$ cat src/rtl/sdram_arbit_if.sv
// Sub-block and SDRAM-pin bundle around sdram_arbit.
// slave = the arbiter's view; master = the sub-blocks/pins side.
interface sdram_arbit_if;
   logic        flag_init_end;
   logic [3:0]  init_cmd;
   logic [11:0] init_addr;
   logic        ref_req;
   logic        flag_ref_end;
   logic [3:0]  aref_cmd;
   logic [11:0] aref_addr;
   logic        wr_req;
   logic        flag_wr_end;
   logic [3:0]  wr_cmd;
   logic [11:0] wr_addr;
   logic [1:0]  wr_bank;
   logic        rd_req;
   logic        flag_rd_end;
   logic [3:0]  rd_cmd;
   logic [11:0] rd_addr;
   logic [1:0]  rd_bank;
   logic        ref_en;
   logic        wr_en;
   logic        rd_en;
   logic [3:0]  sdram_cmd;
   logic [11:0] sdram_addr;
   logic [1:0]  sdram_bank;
   logic        busy;

   modport slave (
      input  flag_init_end, init_cmd, init_addr,
      input  ref_req, flag_ref_end, aref_cmd, aref_addr,
      input  wr_req, flag_wr_end, wr_cmd, wr_addr, wr_bank,
      input  rd_req, flag_rd_end, rd_cmd, rd_addr, rd_bank,
      output ref_en, wr_en, rd_en,
      output sdram_cmd, sdram_addr, sdram_bank, busy
   );

   modport master (
      output flag_init_end, init_cmd, init_addr,
      output ref_req, flag_ref_end, aref_cmd, aref_addr,
      output wr_req, flag_wr_end, wr_cmd, wr_addr, wr_bank,
      output rd_req, flag_rd_end, rd_cmd, rd_addr, rd_bank,
      input  ref_en, wr_en, rd_en,
      input  sdram_cmd, sdram_addr, sdram_bank, busy
   );
endinterface

$ cat src/rtl/sdram_arbit.sv
// SDRAM command-bus scheduler: init, then refresh > write/read (round-robin),
// with one-cycle grant pulses and a configurable NOP gap between operations.
module sdram_arbit #(
   parameter int unsigned GAP_CYC = 1,
   parameter logic [3:0]  CMD_NOP = 4'b0111
) (
   input  logic         clk,
   input  logic         rst,
   sdram_arbit_if.slave bus
);

   localparam logic [3:0] GAP = 4'(GAP_CYC);

   typedef enum logic [2:0] {
      S_INIT,
      S_ARBIT,
      S_AREF,
      S_WRITE,
      S_READ
   } state_t;

   state_t     state, state_nxt;
   logic       ref_en_q, wr_en_q, rd_en_q;
   logic       ref_en_nxt, wr_en_nxt, rd_en_nxt;
   logic       last_rw, last_rw_nxt;
   logic [3:0] gap_cnt;
   logic       gap_done;

   assign gap_done = (gap_cnt == GAP);

   always_comb begin
      state_nxt   = state;
      ref_en_nxt  = 1'b0;
      wr_en_nxt   = 1'b0;
      rd_en_nxt   = 1'b0;
      last_rw_nxt = last_rw;
      case (state)
         S_INIT:
            if (bus.flag_init_end) state_nxt = S_ARBIT;
         S_ARBIT:
            if (gap_done) begin
               if (bus.ref_req) begin
                  state_nxt  = S_AREF;
                  ref_en_nxt = 1'b1;
               end else if (bus.wr_req && (!bus.rd_req || last_rw)) begin
                  // tie goes to the side opposite the last served one
                  state_nxt   = S_WRITE;
                  wr_en_nxt   = 1'b1;
                  last_rw_nxt = 1'b0;
               end else if (bus.rd_req) begin
                  state_nxt   = S_READ;
                  rd_en_nxt   = 1'b1;
                  last_rw_nxt = 1'b1;
               end
            end
         S_AREF:
            if (bus.flag_ref_end) state_nxt = S_ARBIT;
         S_WRITE:
            if (bus.flag_wr_end) state_nxt = S_ARBIT;
         S_READ:
            if (bus.flag_rd_end) state_nxt = S_ARBIT;
         default:
            state_nxt = S_INIT;
      endcase
   end

   always_ff @(posedge clk or posedge rst) begin
      if (rst) begin
         state    <= S_INIT;
         ref_en_q <= 1'b0;
         wr_en_q  <= 1'b0;
         rd_en_q  <= 1'b0;
         last_rw  <= 1'b1;
      end else begin
         state    <= state_nxt;
         ref_en_q <= ref_en_nxt;
         wr_en_q  <= wr_en_nxt;
         rd_en_q  <= rd_en_nxt;
         last_rw  <= last_rw_nxt;
      end
   end

   always_ff @(posedge clk or posedge rst) begin
      if (rst) begin
         gap_cnt <= '0;
      end else if (state != S_ARBIT) begin
         gap_cnt <= '0;
      end else if (!gap_done) begin
         gap_cnt <= gap_cnt + 4'd1;
      end
   end

   always_comb begin
      bus.sdram_cmd  = CMD_NOP;
      bus.sdram_addr = '0;
      bus.sdram_bank = '0;
      case (state)
         S_INIT: begin
            bus.sdram_cmd  = bus.init_cmd;
            bus.sdram_addr = bus.init_addr;
         end
         S_AREF: begin
            bus.sdram_cmd  = bus.aref_cmd;
            bus.sdram_addr = bus.aref_addr;
         end
         S_WRITE: begin
            bus.sdram_cmd  = bus.wr_cmd;
            bus.sdram_addr = bus.wr_addr;
            bus.sdram_bank = bus.wr_bank;
         end
         S_READ: begin
            bus.sdram_cmd  = bus.rd_cmd;
            bus.sdram_addr = bus.rd_addr;
            bus.sdram_bank = bus.rd_bank;
         end
         default: ;
      endcase
   end

   assign bus.ref_en = ref_en_q;
   assign bus.wr_en  = wr_en_q;
   assign bus.rd_en  = rd_en_q;
   assign bus.busy   = (state != S_ARBIT);

endmodule
$ cat src/flat_wrapper.sv
// flat-port wrapper written by rule: the top's interface ports become plain ports
module sdram_arbit_flat 
#(
   parameter int unsigned GAP_CYC = 1,
   parameter logic [3:0]  CMD_NOP = 4'b0111
)
  (clk, rst, bus_flag_init_end, bus_init_cmd, bus_init_addr, bus_ref_req, bus_flag_ref_end, bus_aref_cmd, bus_aref_addr, bus_wr_req, bus_flag_wr_end, bus_wr_cmd, bus_wr_addr, bus_wr_bank, bus_rd_req, bus_flag_rd_end, bus_rd_cmd, bus_rd_addr, bus_rd_bank, bus_ref_en, bus_wr_en, bus_rd_en, bus_sdram_cmd, bus_sdram_addr, bus_sdram_bank, bus_busy);
  sdram_arbit_if bus_i ();
  input  logic clk;
  input  logic rst;
  input wire logic [$bits(bus_i.flag_init_end)-1:0] bus_flag_init_end;
  input wire logic [$bits(bus_i.init_cmd)-1:0] bus_init_cmd;
  input wire logic [$bits(bus_i.init_addr)-1:0] bus_init_addr;
  input wire logic [$bits(bus_i.ref_req)-1:0] bus_ref_req;
  input wire logic [$bits(bus_i.flag_ref_end)-1:0] bus_flag_ref_end;
  input wire logic [$bits(bus_i.aref_cmd)-1:0] bus_aref_cmd;
  input wire logic [$bits(bus_i.aref_addr)-1:0] bus_aref_addr;
  input wire logic [$bits(bus_i.wr_req)-1:0] bus_wr_req;
  input wire logic [$bits(bus_i.flag_wr_end)-1:0] bus_flag_wr_end;
  input wire logic [$bits(bus_i.wr_cmd)-1:0] bus_wr_cmd;
  input wire logic [$bits(bus_i.wr_addr)-1:0] bus_wr_addr;
  input wire logic [$bits(bus_i.wr_bank)-1:0] bus_wr_bank;
  input wire logic [$bits(bus_i.rd_req)-1:0] bus_rd_req;
  input wire logic [$bits(bus_i.flag_rd_end)-1:0] bus_flag_rd_end;
  input wire logic [$bits(bus_i.rd_cmd)-1:0] bus_rd_cmd;
  input wire logic [$bits(bus_i.rd_addr)-1:0] bus_rd_addr;
  input wire logic [$bits(bus_i.rd_bank)-1:0] bus_rd_bank;
  output wire logic [$bits(bus_i.ref_en)-1:0] bus_ref_en;
  output wire logic [$bits(bus_i.wr_en)-1:0] bus_wr_en;
  output wire logic [$bits(bus_i.rd_en)-1:0] bus_rd_en;
  output wire logic [$bits(bus_i.sdram_cmd)-1:0] bus_sdram_cmd;
  output wire logic [$bits(bus_i.sdram_addr)-1:0] bus_sdram_addr;
  output wire logic [$bits(bus_i.sdram_bank)-1:0] bus_sdram_bank;
  output wire logic [$bits(bus_i.busy)-1:0] bus_busy;
  assign bus_i.flag_init_end = bus_flag_init_end;
  assign bus_i.init_cmd = bus_init_cmd;
  assign bus_i.init_addr = bus_init_addr;
  assign bus_i.ref_req = bus_ref_req;
  assign bus_i.flag_ref_end = bus_flag_ref_end;
  assign bus_i.aref_cmd = bus_aref_cmd;
  assign bus_i.aref_addr = bus_aref_addr;
  assign bus_i.wr_req = bus_wr_req;
  assign bus_i.flag_wr_end = bus_flag_wr_end;
  assign bus_i.wr_cmd = bus_wr_cmd;
  assign bus_i.wr_addr = bus_wr_addr;
  assign bus_i.wr_bank = bus_wr_bank;
  assign bus_i.rd_req = bus_rd_req;
  assign bus_i.flag_rd_end = bus_flag_rd_end;
  assign bus_i.rd_cmd = bus_rd_cmd;
  assign bus_i.rd_addr = bus_rd_addr;
  assign bus_i.rd_bank = bus_rd_bank;
  assign bus_ref_en = bus_i.ref_en;
  assign bus_wr_en = bus_i.wr_en;
  assign bus_rd_en = bus_i.rd_en;
  assign bus_sdram_cmd = bus_i.sdram_cmd;
  assign bus_sdram_addr = bus_i.sdram_addr;
  assign bus_sdram_bank = bus_i.sdram_bank;
  assign bus_busy = bus_i.busy;
  sdram_arbit #(.GAP_CYC(GAP_CYC), .CMD_NOP(CMD_NOP)) u_core (.clk(clk), .rst(rst), .bus(bus_i));
endmodule
$ cat config.mk
export PLATFORM = sky130hd
export DESIGN_NAME = sdram_arbit_flat
export DESIGN_NICKNAME = d
export VERILOG_FILES = /design/src/rtl/sdram_arbit_if.sv /design/src/rtl/sdram_arbit.sv /design/src/flat_wrapper.sv
export SDC_FILE = /design/constraint.sdc
export NUM_CORES = 1
export LEC_CHECK = 0
export ABC_AREA = 1
export BUFFER_PORTS_ARGS = -buffer_cell sky130_fd_sc_hd__buf_2
export CORE_ASPECT_RATIO = 1.4
export CORE_MARGIN = 3
export CORE_UTILIZATION = 37
export DETAILED_ROUTE_END_ITERATION = 16
export HOLD_SLACK_MARGIN = 0.02
export PLACE_DENSITY_LB_ADDON = 0.15
export SYNTH_ARGS = -nofsm -noshare
export SYNTH_HDL_FRONTEND = slang
export SYNTH_SLANG_ARGS = --single-unit
$ cat constraint.sdc
create_clock -name clk -period 1.4 [get_ports clk]
set_input_delay 0.14 -clock clk [delete_from_list [all_inputs] [get_ports clk]]
set_output_delay 0.14 -clock clk [all_outputs]
set_load 0.02 [all_outputs]
# Word level (Yosys, flattened, before mapping)
# Cells that the tools add are included.
# W data, S select, Z words.
[totals] reg_bits=11 in_bits=77 out_inout_bits=22
[op_classes] add_sub_neg=1 n_eq_ne=13 mux=28 n_bitwise=1 n_reduce_logical=7
[ops] operator="$pmux W12 S4" count=1
[ops] operator="$mux W3" count=8
[ops] operator="$pmux W4 S4" count=1
[ops] operator="$pmux W3 S5" count=1
[ops] operator="$mux W1" count=14
[ops] operator="$ne A2 B2 Y1 const B" count=5
[ops] operator="$mux W4" count=2
[ops] operator="$eq A3 B2 Y1 const B" count=2
[ops] operator="$reduce_and A6 Y1" count=1
[ops] operator="$add A4 B1 Y4 const B" count=1
[ops] operator="$eq A4 B1 Y1 const B" count=1
[ops] operator="$ne A4 B3 Y1 const B" count=1
[ops] operator="$pmux W2 S2" count=1
[ops] operator="$reduce_and A4 Y1" count=1
[ops] operator="$eq A3 B1 Y1 const B" count=1
[ops] operator="$eq A3 B3 Y1 const B" count=1
[ops] operator="$logic_not A3 Y1" count=1
[ops] operator="$ne A3 B1 Y1 const B" count=1
[ops] operator="$ne A2 B1 Y1 const B" count=1
[ops] operator="$reduce_bool A2 Y1" count=1
[ops] operator="$logic_and A1 B1 Y1" count=1
[ops] operator="$logic_not A1 Y1" count=1
[ops] operator="$logic_or A1 B1 Y1" count=1
[ops] operator="$not A1 Y1" count=1

# Logic depth before layout (Yosys ltp)
[logic_depth] depth_word=7 ltp_mapped=9

# Least setup slack after synthesis
# Ideal clock, no wire load.
[synth_path] kind="flip-flop to output port" start="register u_core.state[0]" end="output port bus_sdram_addr[10]" arrival_time_ps=1242 slack_ps=18 stages_incl_launch_ff=7 path_cell_list="dfrtp_1 -> nor2_2 -> nand2_1 -> clkinv_1 -> buf_4 -> nand2_1 -> nand4_1"
[synth_between] elab_chain_cells=2 word_cells_on_any_way=5
[synth_lines] item="from (decl)" line="sdram_arbit.sv:22" text="state_t state, state_nxt;"
[synth_lines] item="from (signal assigned)" line="sdram_arbit.sv:75" text="state <= state_nxt;"
[synth_lines] item="$eq A3 B3 Y1, or another cell as far along" line="sdram_arbit.sv:97" text="case (state)"
[synth_lines] item="$pmux W12 S4 *" line="sdram_arbit.sv:97"
[synth_lines] item="to (decl)" line="flat_wrapper.sv:32" text="output wire logic [$bits(bus_i.sdram_addr)-1:0] bus_sdram_addr;"
# Mark *: on every way between the ends. The rest lies on a longest branch, timed or not.

# Worst setup path after layout
[layout_path] start="register u_core.state[1]" end="output port bus_sdram_addr[1]"
# The elaborated chain is that of the path after synthesis.

==> results.yml <==
floorplanning:
  ioPinCount: 99
  die_height_um: 69.74
  die-area_mm2: 0.003593
  core_mm2: 0.002698
  row_count: 22
  fp.dieW_um: 51.53
  initial_utilization_pct: 39.80
place:
  io_buffers: 98
  dp.cells: 322
  place.gp.congestion: 0.7812
  dp_hpwl_um: 3104
setup_path:
  cp_max_fo: 6
  worst-r2r-setup-slack_ns: 0
  path_buf_inv: 4
  cp-start-kind: "register"
  end_kind: "output pin"
  critPathRequiredTime_ns: 1.26
  critical-path-max-stage-delay_ns: 0.41
  crit_chain: "buf_6 > nor2_4 > nand2_2 > inv_4 > clkbuf_16 > nand2_2 > nand4_1 > buf_6"
  cp_slowest_cell: "dfrtp_1"
  cp.arrival_ns: 1.58
  cpLargestDelayFamily: "buffers and inverters"
  path_class: "register to output pin"
cts:
  cts_buffer_depth: 2
  cts_buffers: 3
  insertion_delay_ns: 0.27
  htree_levels: 1
  clock-sinks: 11
  path_clk_slew_ns: 0.07
  cts_tree: "done"
  cts_root_buffer: "clkbuf_4"
sta:
  clock-skew-final_ns: 0.0005518
  setup_viol: 20
  max_freq_mhz: 580.3
  relSlewSlack_pct: 72.64
  worst_pin_slew_ns: 0.4100
  tns_ns: -5.333
  finalWorstSetupSlack_ns: -0.3234
  fin_crit_ns: 1.723
  rsz0062_at_grt: "true"
  maxSlewViolCount: 0
  hold_viol: 0
  fin_crit_sh_pct: 123.1
route:
  route.detailed.drc: 0
  wl_per_cell_um: 13.27
  wirelength_um: 4471
  avgViaCountPerCell: 4.917
  drtIter0Drc: 48
  first_pass_iters: 4
  vias: 1657
  ant_nets: 0
logic_synthesis:
  synth-seq-cells: 11
  yosysTopAreaCell: "dfrtp_1"
  synth_edf_count: 0
  seq_area_frac_synth_pct: 25.76
  synth.distinct_cells: 25
  synth_warnings: 0
  synth_common_cells: "52 x nand2_1, 35 x nand3_1, 18 x inv_1"
  synth_top_area_share_pct: 23.31
  syn_area_mm2: 0.001074
  syn-num-nets: 257
  synthCells: 178
  syn_area_per_cell_um2: 6.031
  synth_most_common_cell: "nand2_1"
  synth_area_leaders: "dfrtp_1 23%, nand2_1 18%, nand3_1 16%"
  synth-async-reset-ratio_pct: 100.0
  synthFlopType: "dfrtp_1"
power:
  p_leak_nw: 1.132
  total_power_mw: 3.577
  vdd_drop_max_v: 0.001442
  powerDensity_mw_per_mm2: 1730
global_route:
  overflow: 0
  antenna_found_initial: 0
  grt_pass1_vias: 1499
  track_usage_pct: 22.53
  grt_max_degree: 14
  grt_pass1_wl_um: 6492
final_layout:
  fin_nets: 381
  antenna_cells: 0
  fin_util_pct: 76.62
  drive_above_1_share_pct: 54.82
  n_fill_cell: 232
  final_cells: 337
  area_delta_synth_final_pct: 92.54
run:
  drv_cap: 0
hold_path:
  hold_class: "input pin to register"
status:
  status: "finished with violations"
  violations: "negative setup slack"
## kinds of logic after synthesis
logic type | Yosys count | synth area share, %
and+or+nand+nor | 128 | 55.13
buffers and inverters | 28 | 10.84
DFF | 11 | 25.76
AOI/OAI and AO/OA | 7 | 4.313
xor gates and xnor gates | 2 | 1.632
adders and majority gates | 2 | 2.331
## placed cells by master (no fill, tap or decap), types with 3 or more instances in the layout
| master | count |
|---|---|
| clkbuf_4 | 3 |
| nand3_1 | 31 |
| inv_1 | 15 |
| buf_2 | 79 |
| inv_2 | 3 |
| dfrtp_1 | 8 |
| nand2_2 | 12 |
| inv_4 | 3 |
| buf_4 | 26 |
| nor2_1 | 14 |
| nor2_4 | 4 |
| nand2_1 | 39 |
| nand4_1 | 14 |
| buf_6 | 18 |
| nand3_2 | 4 |
## registers in the layout, summed over array words and instances (netlist names)
| signal | flops |
|---|---|
| u_core.gap_cnt | 4 |
| u_core.bus.wr_en | 1 |
| u_core.state | 3 |
| u_core.bus.ref_en | 1 |
| u_core.bus.rd_en | 1 |
| u_core.last_rw | 1 |
## worst paths after layout
path | to | start | cells past startpoint
worst max register to register | u_core.state[2] | u_core.state[1] | 8
min in group asynchronous | u_core.bus.ref_en | rst | 3
max in group asynchronous | u_core.last_rw | rst | 3
worst min-delay path | u_core.state[2] | bus_flag_rd_end | 3
worst min register to register | u_core.last_rw | u_core.last_rw | 2
worst max-delay path | bus_sdram_addr[1] | u_core.state[1] | 8
## through the flow
| step | setup WS (ns) | hold slack (ns) | area, um2 |
|---|---|---|---|
| 2_1_floorplan | 0.01769 | -0.008277 | 1074 |
| 3_3_place_gp | 0.001300 | 0.1483 | 1712 |
| 3_5_place_dp | -0.01053 | 0.1587 | 1712 |
| 4_1_cts | -0.2705 | 0.1567 | 1947 |
| 5_1_grt | -0.4055 | 0.1773 | 2067 |
| 6_report | -0.3234 | 0.1369 | 2067 |
## metal layers
metal / vias up / part of all wire, % / GRT usage (%)
met5: - / 0 / 0
met4: 0 / 0.69 / 6.122
met3: 4 / 9.2 / 3.011
met2: 76 / 54 / 42.21
met1: 737 / 36 / 25.40
li1: 840 / - / -
## layout make-up
| type | count | area, um2 | area share, % |
|---|---|---|---|
| Clock buffer | 4 | 26.28 | 1.271 |
| Inverter | 21 | 86.33 | 4.177 |
| Multi-Input combinational cell | 139 | 782.0 | 37.83 |
| Sequential cell | 11 | 279.0 | 13.50 |
| Tap cell | 36 | 45.04 | 2.179 |
| Timing Repair Buffer | 126 | 848.3 | 41.04 |
## worst min-delay path, cell delays in order
cell and delay, ns:
buf_2 0.07, nand3b_1 0.11, nand2_1 0.05
## power by group
| group | switching [mW] | internal [mW] | total (mW) |
|---|---|---|---|
| registers | 0.0950 | 0.407 | 0.502 |
| clock network | 0.109 | 0.110 | 0.219 |
| logic | 1.50 | 1.35 | 2.86 |
## repair_timing
action	CTS	global route
hold buffers	1	0
gates cloned	1	1
resized for setup	46	31
setup buffers	8	0
hold endpoints to repair	10	0
pin swaps	6	21
endpoints found under the setup margin	19	27
No activity file was read; power rests on OpenSTA's default activity.
